$ cat config.mk
export PLATFORM = sky130hd
export DESIGN_NAME = hazard_unit
export DESIGN_NICKNAME = d
export VERILOG_FILES = /design/src/rtl/hazard_unit_pkg.sv /design/src/rtl/hazard_sb_entry.sv /design/src/rtl/hazard_unit.sv
export SDC_FILE = /design/constraint.sdc
export NUM_CORES = 1
export LEC_CHECK = 0
export BUFFER_PORTS_ARGS = -buffer_cell sky130_fd_sc_hd__buf_4
export CAP_MARGIN = 20
export CORE_MARGIN = 5
export CORE_UTILIZATION = 54
export DETAILED_ROUTE_END_ITERATION = 12
export HOLD_SLACK_MARGIN = 0.02
export PLACE_DENSITY_LB_ADDON = 0.05
export SYNTH_ARGS = -nofsm -noshare
export SYNTH_HDL_FRONTEND = slang
export SYNTH_SLANG_ARGS = --single-unit
$ cat constraint.sdc
create_clock -name clk -period 5.6 [get_ports clk]
set_clock_uncertainty 0.15 [all_clocks]
set_input_delay 0.28 -clock clk [delete_from_list [all_inputs] [get_ports clk]]
set_output_delay 0.28 -clock clk [all_outputs]
set_load 0.1 [all_outputs]
$ cat src/rtl/hazard_unit_pkg.sv
// Shared definitions for the TSC CPU hazard unit: stage codes, forwarding-select
// encoding, the shadow-scoreboard entry and the comparator helpers.
package hazard_unit_pkg;

  localparam int unsigned SB_ADDR_W  = 2;
  localparam int unsigned SB_STAGE_W = 2;

  typedef enum logic [SB_STAGE_W-1:0] {
    STAGE_ID  = 2'd0,
    STAGE_EX  = 2'd1,
    STAGE_MEM = 2'd2,
    STAGE_WB  = 2'd3
  } stage_e;

  typedef enum logic [1:0] {
    FWD_NONE = 2'd0,
    FWD_EX   = 2'd1,
    FWD_MEM  = 2'd2,
    FWD_WB   = 2'd3
  } fwd_sel_e;

  typedef struct packed {
    logic                  valid;
    logic [SB_ADDR_W-1:0]  dest;
    logic [SB_STAGE_W-1:0] ready;
  } sb_entry_t;

  // Result not yet forwardable when the consumer needs it: pos + use_stage <= ready, 3-bit, no wrap.
  function automatic logic sb_hazard(input logic [SB_STAGE_W-1:0] pos,
                                     input logic [SB_STAGE_W-1:0] use_stage,
                                     input logic [SB_STAGE_W-1:0] ready);
    return ({1'b0, pos} + {1'b0, use_stage}) <= {1'b0, ready};
  endfunction

  // match[0]=EX, [1]=MEM, [2]=WB; youngest writer wins.
  function automatic fwd_sel_e fwd_encode(input logic [2:0] match);
    if (match[0]) return FWD_EX;
    if (match[1]) return FWD_MEM;
    if (match[2]) return FWD_WB;
    return FWD_NONE;
  endfunction

endpackage

$ cat src/rtl/hazard_sb_entry.sv
// One shadow-scoreboard slot: load/stall/flush register plus the per-source
// match and data-hazard comparators for its fixed pipeline position POS.
module hazard_sb_entry
  import hazard_unit_pkg::*;
#(
  parameter stage_e POS = STAGE_EX
)(
  input  logic                  clk,
  input  logic                  reset,
  input  logic                  stall,
  input  logic                  flush,
  input  sb_entry_t             d,
  output sb_entry_t             q,
  input  logic                  rs_use,
  input  logic [SB_ADDR_W-1:0]  rs_addr,
  input  logic [SB_STAGE_W-1:0] rs_use_stage,
  input  logic                  rt_use,
  input  logic [SB_ADDR_W-1:0]  rt_addr,
  input  logic [SB_STAGE_W-1:0] rt_use_stage,
  output logic                  rs_match,
  output logic                  rs_hazard,
  output logic                  rt_match,
  output logic                  rt_hazard
);

  // Flush outranks stall, so a flushed slot empties even while the stage is held.
  always_ff @(posedge clk) begin
    if (reset) begin
      q <= '0;
    end else if (flush) begin
      q.valid <= 1'b0;
    end else if (!stall) begin
      q <= d;
    end
  end

  always_comb begin
    rs_match  = rs_use & q.valid & (q.dest == rs_addr);
    rt_match  = rt_use & q.valid & (q.dest == rt_addr);
    rs_hazard = rs_match & sb_hazard(POS, rs_use_stage, q.ready);
    rt_hazard = rt_match & sb_hazard(POS, rt_use_stage, q.ready);
  end

endmodule

$ cat src/rtl/hazard_unit.sv
// TSC CPU pipeline hazard detector with a three-entry shadow scoreboard (EX/MEM/WB).
// Define HAZARD_FWD_SEL_EN to add the ID_rs_fwd_sel / ID_rt_fwd_sel outputs.
module hazard_unit
  import hazard_unit_pkg::*;
#(
  parameter int unsigned REG_ADDR_W = 2,
  parameter int unsigned STAGE_W    = 2
)(
  input  logic                  clk,
  input  logic                  reset,
  input  logic [REG_ADDR_W-1:0] ID_rs_addr,
  input  logic [REG_ADDR_W-1:0] ID_rt_addr,
  input  logic                  rs_use,
  input  logic                  rt_use,
  input  logic [STAGE_W-1:0]    rs_use_stage,
  input  logic [STAGE_W-1:0]    rt_use_stage,
  input  logic [REG_ADDR_W-1:0] ID_dest_addr,
  input  logic                  RegWrite,
  input  logic [STAGE_W-1:0]    write_valid_stage,
  input  logic                  ID_nop,
  input  logic                  ID_jump_taken,
  input  logic                  IF_mem_req,
  input  logic                  MEM_mem_req,
  input  logic                  IF_bus_grant,
  input  logic                  MEM_bus_grant,
  input  logic                  IFID_stall,
  input  logic                  IDEX_stall,
  input  logic                  EXMEM_stall,
  input  logic                  MEMWB_stall,
  input  logic                  IDEX_flush,
  input  logic                  EXMEM_flush,
  input  logic                  MEMWB_flush,
  output logic                  IF_hazard_detected,
  output logic                  ID_hazard_detected,
  output logic                  EX_hazard_detected,
  output logic                  MEM_hazard_detected,
  output logic                  WB_hazard_detected
`ifdef HAZARD_FWD_SEL_EN
  ,
  output logic [1:0]            ID_rs_fwd_sel,
  output logic [1:0]            ID_rt_fwd_sel
`endif
);

  sb_entry_t  sb_d_ex, sb_ex, sb_mem, sb_wb;
  logic [2:0] rs_match, rs_haz, rt_match, rt_haz;

  // A stalled ID instruction enters EX as a bubble, so no duplicate writers appear.
  assign sb_d_ex = '{valid: RegWrite & ~ID_nop & ~ID_hazard_detected,
                     dest:  ID_dest_addr,
                     ready: write_valid_stage};

  hazard_sb_entry #(.POS(STAGE_EX)) u_sb_ex (
    .clk(clk), .reset(reset), .stall(IDEX_stall), .flush(IDEX_flush),
    .d(sb_d_ex), .q(sb_ex),
    .rs_use(rs_use), .rs_addr(ID_rs_addr), .rs_use_stage(rs_use_stage),
    .rt_use(rt_use), .rt_addr(ID_rt_addr), .rt_use_stage(rt_use_stage),
    .rs_match(rs_match[0]), .rs_hazard(rs_haz[0]),
    .rt_match(rt_match[0]), .rt_hazard(rt_haz[0])
  );

  hazard_sb_entry #(.POS(STAGE_MEM)) u_sb_mem (
    .clk(clk), .reset(reset), .stall(EXMEM_stall), .flush(EXMEM_flush),
    .d(sb_ex), .q(sb_mem),
    .rs_use(rs_use), .rs_addr(ID_rs_addr), .rs_use_stage(rs_use_stage),
    .rt_use(rt_use), .rt_addr(ID_rt_addr), .rt_use_stage(rt_use_stage),
    .rs_match(rs_match[1]), .rs_hazard(rs_haz[1]),
    .rt_match(rt_match[1]), .rt_hazard(rt_haz[1])
  );

  hazard_sb_entry #(.POS(STAGE_WB)) u_sb_wb (
    .clk(clk), .reset(reset), .stall(MEMWB_stall), .flush(MEMWB_flush),
    .d(sb_mem), .q(sb_wb),
    .rs_use(rs_use), .rs_addr(ID_rs_addr), .rs_use_stage(rs_use_stage),
    .rt_use(rt_use), .rt_addr(ID_rt_addr), .rt_use_stage(rt_use_stage),
    .rs_match(rs_match[2]), .rs_hazard(rs_haz[2]),
    .rt_match(rt_match[2]), .rt_hazard(rt_haz[2])
  );

  assign ID_hazard_detected  = (|rs_haz) | (|rt_haz);
  assign IF_hazard_detected  = ID_jump_taken | (IF_mem_req & ~IF_bus_grant);
  assign MEM_hazard_detected = MEM_mem_req & ~MEM_bus_grant;
  assign EX_hazard_detected  = 1'b0;
  assign WB_hazard_detected  = 1'b0;

  // The WB slot retires next; nothing downstream consumes its contents.
  logic unused_wb;
  assign unused_wb = ^{sb_wb, IFID_stall};

`ifdef HAZARD_FWD_SEL_EN
  assign ID_rs_fwd_sel = fwd_encode(rs_match);
  assign ID_rt_fwd_sel = fwd_encode(rt_match);
`else
  logic unused_match;
  assign unused_match = ^{rs_match, rt_match};
`endif

endmodule

* Word level (Yosys, flattened, before mapping)
Cells that the tools add are included.
Storage, ports and cells: bits in registers 15
Cells by class: add/sub/neg operators 6, magnitude comparators 6, equality and inequality tests 6, bitwise gates (word level) 34, reductions and logical operators 8
Operators with widths (count):
- $and A1 B1 Y1 | 22
- $le A3 B2 Y1 | 6
- $add A2 B2 Y3 const A | 4
- $eq A2 B2 Y1 | 6
- $not A1 Y1 | 10
- $add A1 B2 Y3 const A | 2
- $reduce_and A2 Y1 | 3
- $reduce_or A2 Y1 | 3
- $reduce_or A3 Y1 | 2
- $or A1 B1 Y1 | 2

* Longest topological paths before layout
Gate-level depths: netlist of run 1.
depth in word-level cells 7, gate-level depth with buffers 9

* Modules after synthesis
Synthesis of run 1 repeated with hierarchy kept, for this count alone.
Unflattened totals: cell total of the unflattened synthesis 143, area total of the unflattened synthesis 1192.4 µm²
Modules (own cells, without submodules):
- hazard_sb_entry at u_sb_ex | instances 1, cells an instance 43, area an instance 382.9 µm²
- hazard_sb_entry at u_sb_wb | instances 1, cells an instance 49, area an instance 380.4 µm²
- hazard_sb_entry at u_sb_mem | instances 1, cells an instance 41, area an instance 362.8 µm²
- hazard_unit | instances 1, cells an instance 10, area an instance 66.3 µm²

* Worst setup path before layout of run 1
Ideal clock, no wire load.
kind reg-to-reg, from register u_sb_ex.q[1] in the netlist's numbering, to register u_sb_ex.q[4] in the netlist's numbering, library setup time 85 ps, data arrival time 1995 ps, slack 3370 ps, stages on the path, launching flop included 8, period minus slack after synthesis 2230 ps, cell sequence dfxtp_1 inv_1 fa_1 nor3b_1 o21a_1 o22ai_1 or3_4 o31ai_2
On the way: longest elaborated chain between the ends 6, elaborated cells on any way between the ends 9, classes of those cells order compare (2); bitwise (5); reduce/logical (2)
RTL lines:
- start: declaration | RTL line hazard_sb_entry.sv:13 | output sb_entry_t q,
- $le A3 B2 Y1 | RTL line hazard_unit_pkg.sv:32 | return ({1'b0, pos} + {1'b0, use_stage}) <= {1'b0, ready};
- $and A1 B1 Y1, on equally long branches | RTL line hazard_sb_entry.sv:40, hazard_sb_entry.sv:41
- $reduce_or A3 Y1 | RTL line hazard_unit.sv:80 | assign ID_hazard_detected = (|rs_haz) | (|rt_haz);
- $or A1 B1 Y1 (*) | RTL line hazard_unit.sv:80
- net ID_hazard_detected | RTL line hazard_unit.sv:34 | output logic ID_hazard_detected,
- $not A1 Y1 (*) | RTL line hazard_unit.sv:49 | assign sb_d_ex = '{valid: RegWrite & ~ID_nop & ~ID_hazard_detected,
- $and A1 B1 Y1 (*) | RTL line hazard_unit.sv:49
Mark *: on every way through the listed nets, which the timed path passes. The rest lies on a longest branch. A chain may end at the register's enable or synchronous reset.

* Final worst setup path of run 1
from register u_sb_mem.q[1] in the netlist's numbering, to output port ID_hazard_detected
On the way: longest elaborated chain between the ends 4, elaborated cells on any way between the ends 7, classes of those cells order compare (2); bitwise (3); reduce/logical (2)
RTL lines (RTL line):
- start: declaration | hazard_sb_entry.sv:13
- $le A3 B2 Y1 | hazard_unit_pkg.sv:32
- $and A1 B1 Y1, on equally long branches | hazard_sb_entry.sv:40, hazard_sb_entry.sv:41
- $reduce_or A3 Y1 | hazard_unit.sv:80
- $or A1 B1 Y1 (*) | hazard_unit.sv:80
- end: declaration | hazard_unit.sv:34
Every way passes the cells marked *; elsewhere a longest branch is shown, timed or not.

==> results.cfg, run 1 <==
[layout]
finalInstanceArea_um2 = 1395
final_cells = 193
nets = 213
mostFrequentLayoutCells = buf_4 (31), nand2_1 (16), dfxtp_1 (15), ha_1 (14)
synthToLayoutAreaGrowth_pct = 24.86
drive_gt1_share_pct = 22.29
antenna_cells = 0
multi_input_area_um2 = 768.2
regArea_um2 = 300.3
nFillCells = 181
mostFrequentLayoutCell = buf_4

[critical_path]
cp.arrival_ns = 2.29
cp-end-kind = output pin
critical_path_class = reg -> out
crit_required_ns = 5.17
setup.worst_path.start_class = register
critPathMaxFanout = 4

[power_and_ir_drop]
static-leakage-power_uw = 0.0006126
peakVddDrop_uv = 176.2
power_density_nw_per_um2 = 172.2

[clock_tree]
cts.repair.resized = 0
hold_buffers = 0
clk_pin_slew_ns = 0.08
numCtsBuffers = 3
postCtsSetupBuffers = 0
cts_max_path_buffers = 2
cts-root-buf = clkbuf_4
worstSkewPairLatency_ns = 0.28
cts_tree = done
cts.sinks = 15
htreeDepth = 1

[routing]
wl_met3_um = 152
drt-pass1-iter-count = 4
vias = 1049
met1_length_um = 1150
maxUsedRoutingLayer = met4
wire_per_inst_um = 13.81
wl_met2_um = 1315
via_per_inst = 5.435
drcViolationCount = 0
ant_nets = 0
drt_wl_total_um = 2666
drtIter0Drc = 18

[synth]
synthTopCellsByArea = dfxtp_1 (27%), ha_1 (16%), xnor2_1 (6.3%)
netlist_area_um2 = 1117
synth_edf_count = 0
postSynth.topFlopCell = dfxtp_1
avgSynthCellArea_um2 = 8.401
synth_seq_cells = 15
ys_types = 30
netlist_instances = 133
async_reset_ff_share_pct = 0
synth-seq-area-share_pct = 26.88
synth_top_cell_by_area = dfxtp_1
yosysWarnings = 0
synth_top_area_share_pct = 26.88

[placement]
dpl.cell_count = 189
place_congestion = 0.8451
numPortBuffers = 31
dpl.hpwl_um = 2208
dpl_cell_area_um2 = 1369
pre_cts_ws_ns = 3.030

[timing]
rsz0062_at_grt = false
finalMaxSlewViolations = 0
fin_crit_sh_pct = 48.54
fmax_mhz = 367.9
setup_violations = 0
fin_crit_ns = 2.718
setup_ws_ns = 2.882
setup-tns-final_ns = 0
hold_slack_ns = 0.04995
hold_violations = 0

[global_route]
grtUsageTotal_pct = 18.29
grt_pass1_vias = 1019
overflow = 0
grt_antenna_before_repair = 0
grt_max_degree = 16
grt_pass1_wl_um = 4526

[floorplanning]
core_area_um2 = 1962
io_pins = 35
start_util_pct = 56.95
die_w_um = 55.49
rows = 16
dieArea_um2 = 3079
die_y_um = 55.49

[hold_path]
hold_path_class = in -> reg

[flow_run]
cap_viol_max_count = 0

[status]
status = complete, no violations
-- power by group --
group | leakage [uW] | switching, uW | internal, uW
Clock | 0.0000150 | 31.9 | 27.6
Sequential | 0.000121 | 2.80 | 109
Combinational | 0.000476 | 37.7 | 31.5
Total | 0.000613 | 72.3 | 168
-- cell type report --
| type | count | share of cell area [%] |
|---|---|---|
| multi-input cells | 107 | 55.07 |
| flip-flops and latches | 15 | 21.52 |
| repair buffers | 31 | 16.68 |
| inverters | 9 | 2.422 |
| well taps | 27 | 2.422 |
| clock buffers | 4 | 1.883 |
-- registers in the layout, indices dropped and copies added, names as in the netlist --
name / flops
u_sb_ex.q: 5
u_sb_mem.q: 5
u_sb_wb.q: 5
-- through the flow --
stage,total power [uW],utilization [%]
floorplan,154.0,-
global placement,180.2,69.77
detailed placement,183.1,69.77
CTS,242.6,71.11
global route,255.8,71.11
finish,240.2,71.11
-- worst paths after layout --
path / slack, ns / to / cells past startpoint / start
min reg2reg: 0.35 / u_sb_wb.q[1] / 2 / u_sb_wb.q[1]
min: 0.05 / u_sb_wb.q[4] / 2 / MEMWB_flush
max: 2.88 / ID_hazard_detected / 6 / u_sb_mem.q[1]
max reg2reg: 3.42 / u_sb_ex.q[4] / 7 / u_sb_ex.q[1]
-- cell usage after synthesis (2+ instances only) --
cell type	count
o21a_1	2
a21oi_1	12
nor2_1	4
inv_1	9
buf_4	2
o21ai_0	12
o22ai_1	3
and3_1	2
nor3_1	2
nand3b_1	3
or3b_1	2
fa_1	2
mux2i_1	2
nand3_1	3
nand4_1	2
nor2b_1	3
ha_1	14
nand2_1	16
a2bb2oi_1	2
xnor2_1	8
dfxtp_1	15
xor2_1	4
nor3b_1	2
-- cell families after synthesis --
logic type / synth area share (%)
and+or+nand+nor: 18.81
AOI/OAI and AO/OA: 18.81
adders and majority gates: 19.26
DFF: 26.88
xor gates and xnor gates: 9.406
buffers and inverters: 4.702
muxes: 1.792
other: 0.3356
-- worst max-delay path: stages, from the launching register on --
cell and delay [ns]:
dfxtp_1 0.42, ha_1 0.26, or3b_1 0.38, a211o_1 0.29, o22ai_1 0.21, or3_4 0.17
buf_4 0.28
-- routing by layer --
layer / vias up / track usage (%)
met3: 6 / 3.963
met2: 38 / 29.90
li1: 526 / -
met5: - / 0
met1: 479 / 22.58
met4: 0 / 8.681
(Power assumes the default switching activity.)
==> run 2: changes to the inputs <==
Settings changed: ABC_AREA set to 1, CORE_UTILIZATION 54 to 46.
Clock period 5.6 ns to 2.24 ns, I/O delays scaled along.
==> run 2 against run 1 <==
Compared with the run above:
- power increased to 2.9 times the previous value
- non-clock buffer count grew 17
- register-to-register slack lost 3.1 ns
- area after synthesis rose by 5.8%
- critical path type unchanged
- die area is 20% higher
- global-route usage is 0.98 points higher
- sequential power grew to 2.7 times the previous value
- final area up 19%
- sequential share of layout area is 3.3 points lower
==> results.cfg, run 2 <==
[synth]
async_reset_ff_share_pct = 0
synth.most_common_cell = nand2_1
yosysWarnings = 0
synth_top_area_share_pct = 25.40
postSynth.topFlopCell = dfxtp_1
synth_seq_cells = 15
synth_common_cells = nand2_1 (43), inv_1 (29), nor2_1 (19), dfxtp_1 (15), ha_1 (14)
netlist_instances = 179
ys_types = 24
synth_top_cell_by_area = dfxtp_1
synth-seq-area-share_pct = 25.40
synth_edf_count = 0
netlist_area_um2 = 1182
avgSynthCellArea_um2 = 6.605
synthTopCellsByArea = dfxtp_1 (25%), ha_1 (15%), nand2_1 (14%)

[clock_tree]
numCtsBuffers = 3
htreeDepth = 1
cts-root-buf = clkbuf_4
cts_tree = done
clk_pin_slew_ns = 0.10
cts.sinks = 15
worstSkewPairLatency_ns = 0.30
cts_max_path_buffers = 2

[timing]
hold_slack_ns = 0.1208
fmax_mhz = 450.0
hold_violations = 0
finalMaxSlewViolations = 0
setup_violations = 0
setup-tns-final_ns = 0
fin_crit_ns = 2.222
rsz0062_at_grt = true
fin_crit_sh_pct = 99.20

[critical_path]
setup.worst_path.start_class = register
r2r-end = u_sb_ex.q[4]
critPathMaxFanout = 3
crit_required_ns = 1.98
r2r-start = u_sb_ex.q[1]
cp.arrival_ns = 1.96
critical_path_class = reg -> out
rrSetupSlack_ns = 0.35
r2r_cells = 11
cp-end-kind = output pin

[layout]
antenna_cells = 0
synthToLayoutAreaGrowth_pct = 40.11
nets = 276
drive_gt1_share_pct = 20.09
multi_input_area_um2 = 764.5
mostFrequentLayoutCell = nand2_1
nFillCells = 226
finalInstanceArea_um2 = 1657
final_cells = 259
regArea_um2 = 301.5
top_regs = u_sb_ex.q x5, u_sb_mem.q x5, u_sb_wb.q x5
mostFrequentLayoutCells = nand2_1 (41), buf_4 (32), inv_1 (28), nor2_1 (19), dlygate4sd3_1 (15)

[routing]
wl_met3_um = 195
drt-pass1-iter-count = 4
via_per_inst = 4.923
drcViolationCount = 0
drt_wl_total_um = 3095
wire_per_inst_um = 11.95
met1_length_um = 1286
wl_met2_um = 1563
maxUsedRoutingLayer = met4
ant_nets = 0
vias = 1275
drtIter0Drc = 43

[floorplanning]
start_util_pct = 47.73
die_w_um = 60.70
core_area_um2 = 2477
die_y_um = 60.70
dieArea_um2 = 3684
io_pins = 35
rows = 18

[status]
status = complete, no violations

[placement]
dpl_cell_area_um2 = 1438
place_congestion = 0.8175
numPortBuffers = 31
dpl.cell_count = 238
dpl.hpwl_um = 2282

[global_route]
grt_pass1_wl_um = 5188
grt_max_degree = 13
grtUsageTotal_pct = 19.27
grt_antenna_before_repair = 0
grt_pass1_vias = 1269
overflow = 0

[power_and_ir_drop]
power_density_nw_per_um2 = 420.7
static-leakage-power_uw = 0.0008605
peakVddDrop_uv = 459.2

[hold_path]
hold_depth = 4
whs_endpoint = u_sb_wb.q[3]
hold_path_class = in -> reg
min_from = reset

[flow_run]
cap_viol_max_count = 0
[run 2: worst max-delay path by stage]
| stage | startpoint | to | slack (ns) | cells past startpoint |
|---|---|---|---|---|
| 3_5_place_dp | u_sb_ex.q[1] | ID_hazard_detected | 0.23 | 10 |
| 4_1_cts | u_sb_ex.q[1] | ID_hazard_detected | 0.003 | 10 |
| 6_report | u_sb_ex.q[1] | ID_hazard_detected | 0.02 | 10 |
| 5_1_grt | u_sb_ex.q[1] | ID_hazard_detected | -0.12 | 10 |
| 2_1_floorplan | u_sb_ex.q[1] | ID_hazard_detected | 0.13 | 9 |
| 3_3_place_gp | u_sb_ex.q[1] | ID_hazard_detected | 0.28 | 10 |
[run 2: per-layer routing]
layer	track usage [%]	vias to the layer above
li1	-	663
met1	22.70	570
met2	33.89	37
met3	2.979	5
met4	9.288	0
met5	0	-
[run 2: critical path, stage by stage, from the launching register on]
cell and delay [ns]:
dfxtp_2 0.35, inv_4 0.05, fa_1 0.52, nand3b_1 0.09, nand2_1 0.07, nand2_1 0.06
nand2_1 0.07, nand2_2 0.07, nor2_4 0.13, nand2_2 0.08, buf_12 0.17
[run 2: cells by family after synthesis]
logic type      Yosys count  share of synthesized area [%]
compound gates           27                          11.96
flops                    15                          25.40
mux                       2                          1.693
buf+inv                  33                          11.11
fa+ha+maj                16                          18.20
simple gates             83                          29.84
other cells               1                         0.3172
xor+xnor                  2                          1.482
[run 2: layout make-up]
cell class	count	area share (%)
clock buffer	3	1.360
clock inverter	1	0.3021
inverter	30	6.949
multi-input combinational	132	46.15
sequential	15	18.20
tap	30	2.266
timing repair buffer	48	24.77
[run 2: report_power, final]
part | switching, uW | leakage [uW] | total, uW | internal (uW)
Sequential | 14.7 | 0.000123 | 296 | 281
Clock | 101 | 0.0000177 | 168 | 66.8
Combinational | 129 | 0.000719 | 233 | 104
Total | 245 | 0.000861 | 697 | 452
[run 2: timing repair]
| action | 4_1_cts | 5_1_grt |
|---|---|---|
| resized for setup | 3 | 7 |
| endpoints found under the hold margin | 12 | 0 |
| cloned | 0 | 0 |
| hold buffers | 15 | 0 |
| setup endpoints to repair | 1 | 1 |
| buffers inserted | 0 | 2 |
| pin swaps | 0 | 6 |
[run 2: metrics by stage]
stage | power (uW) | util (%) | setup slack (ns)
finish | 696.9 | 66.87 | 0.01794
CTS | 696.4 | 65.51 | 0.002652
global route | 750.4 | 66.87 | -0.1246
floorplan | 432.5 | - | 0.1275
global placement | 503.3 | 58.03 | 0.2823
detailed placement | 512.3 | 58.03 | 0.2272
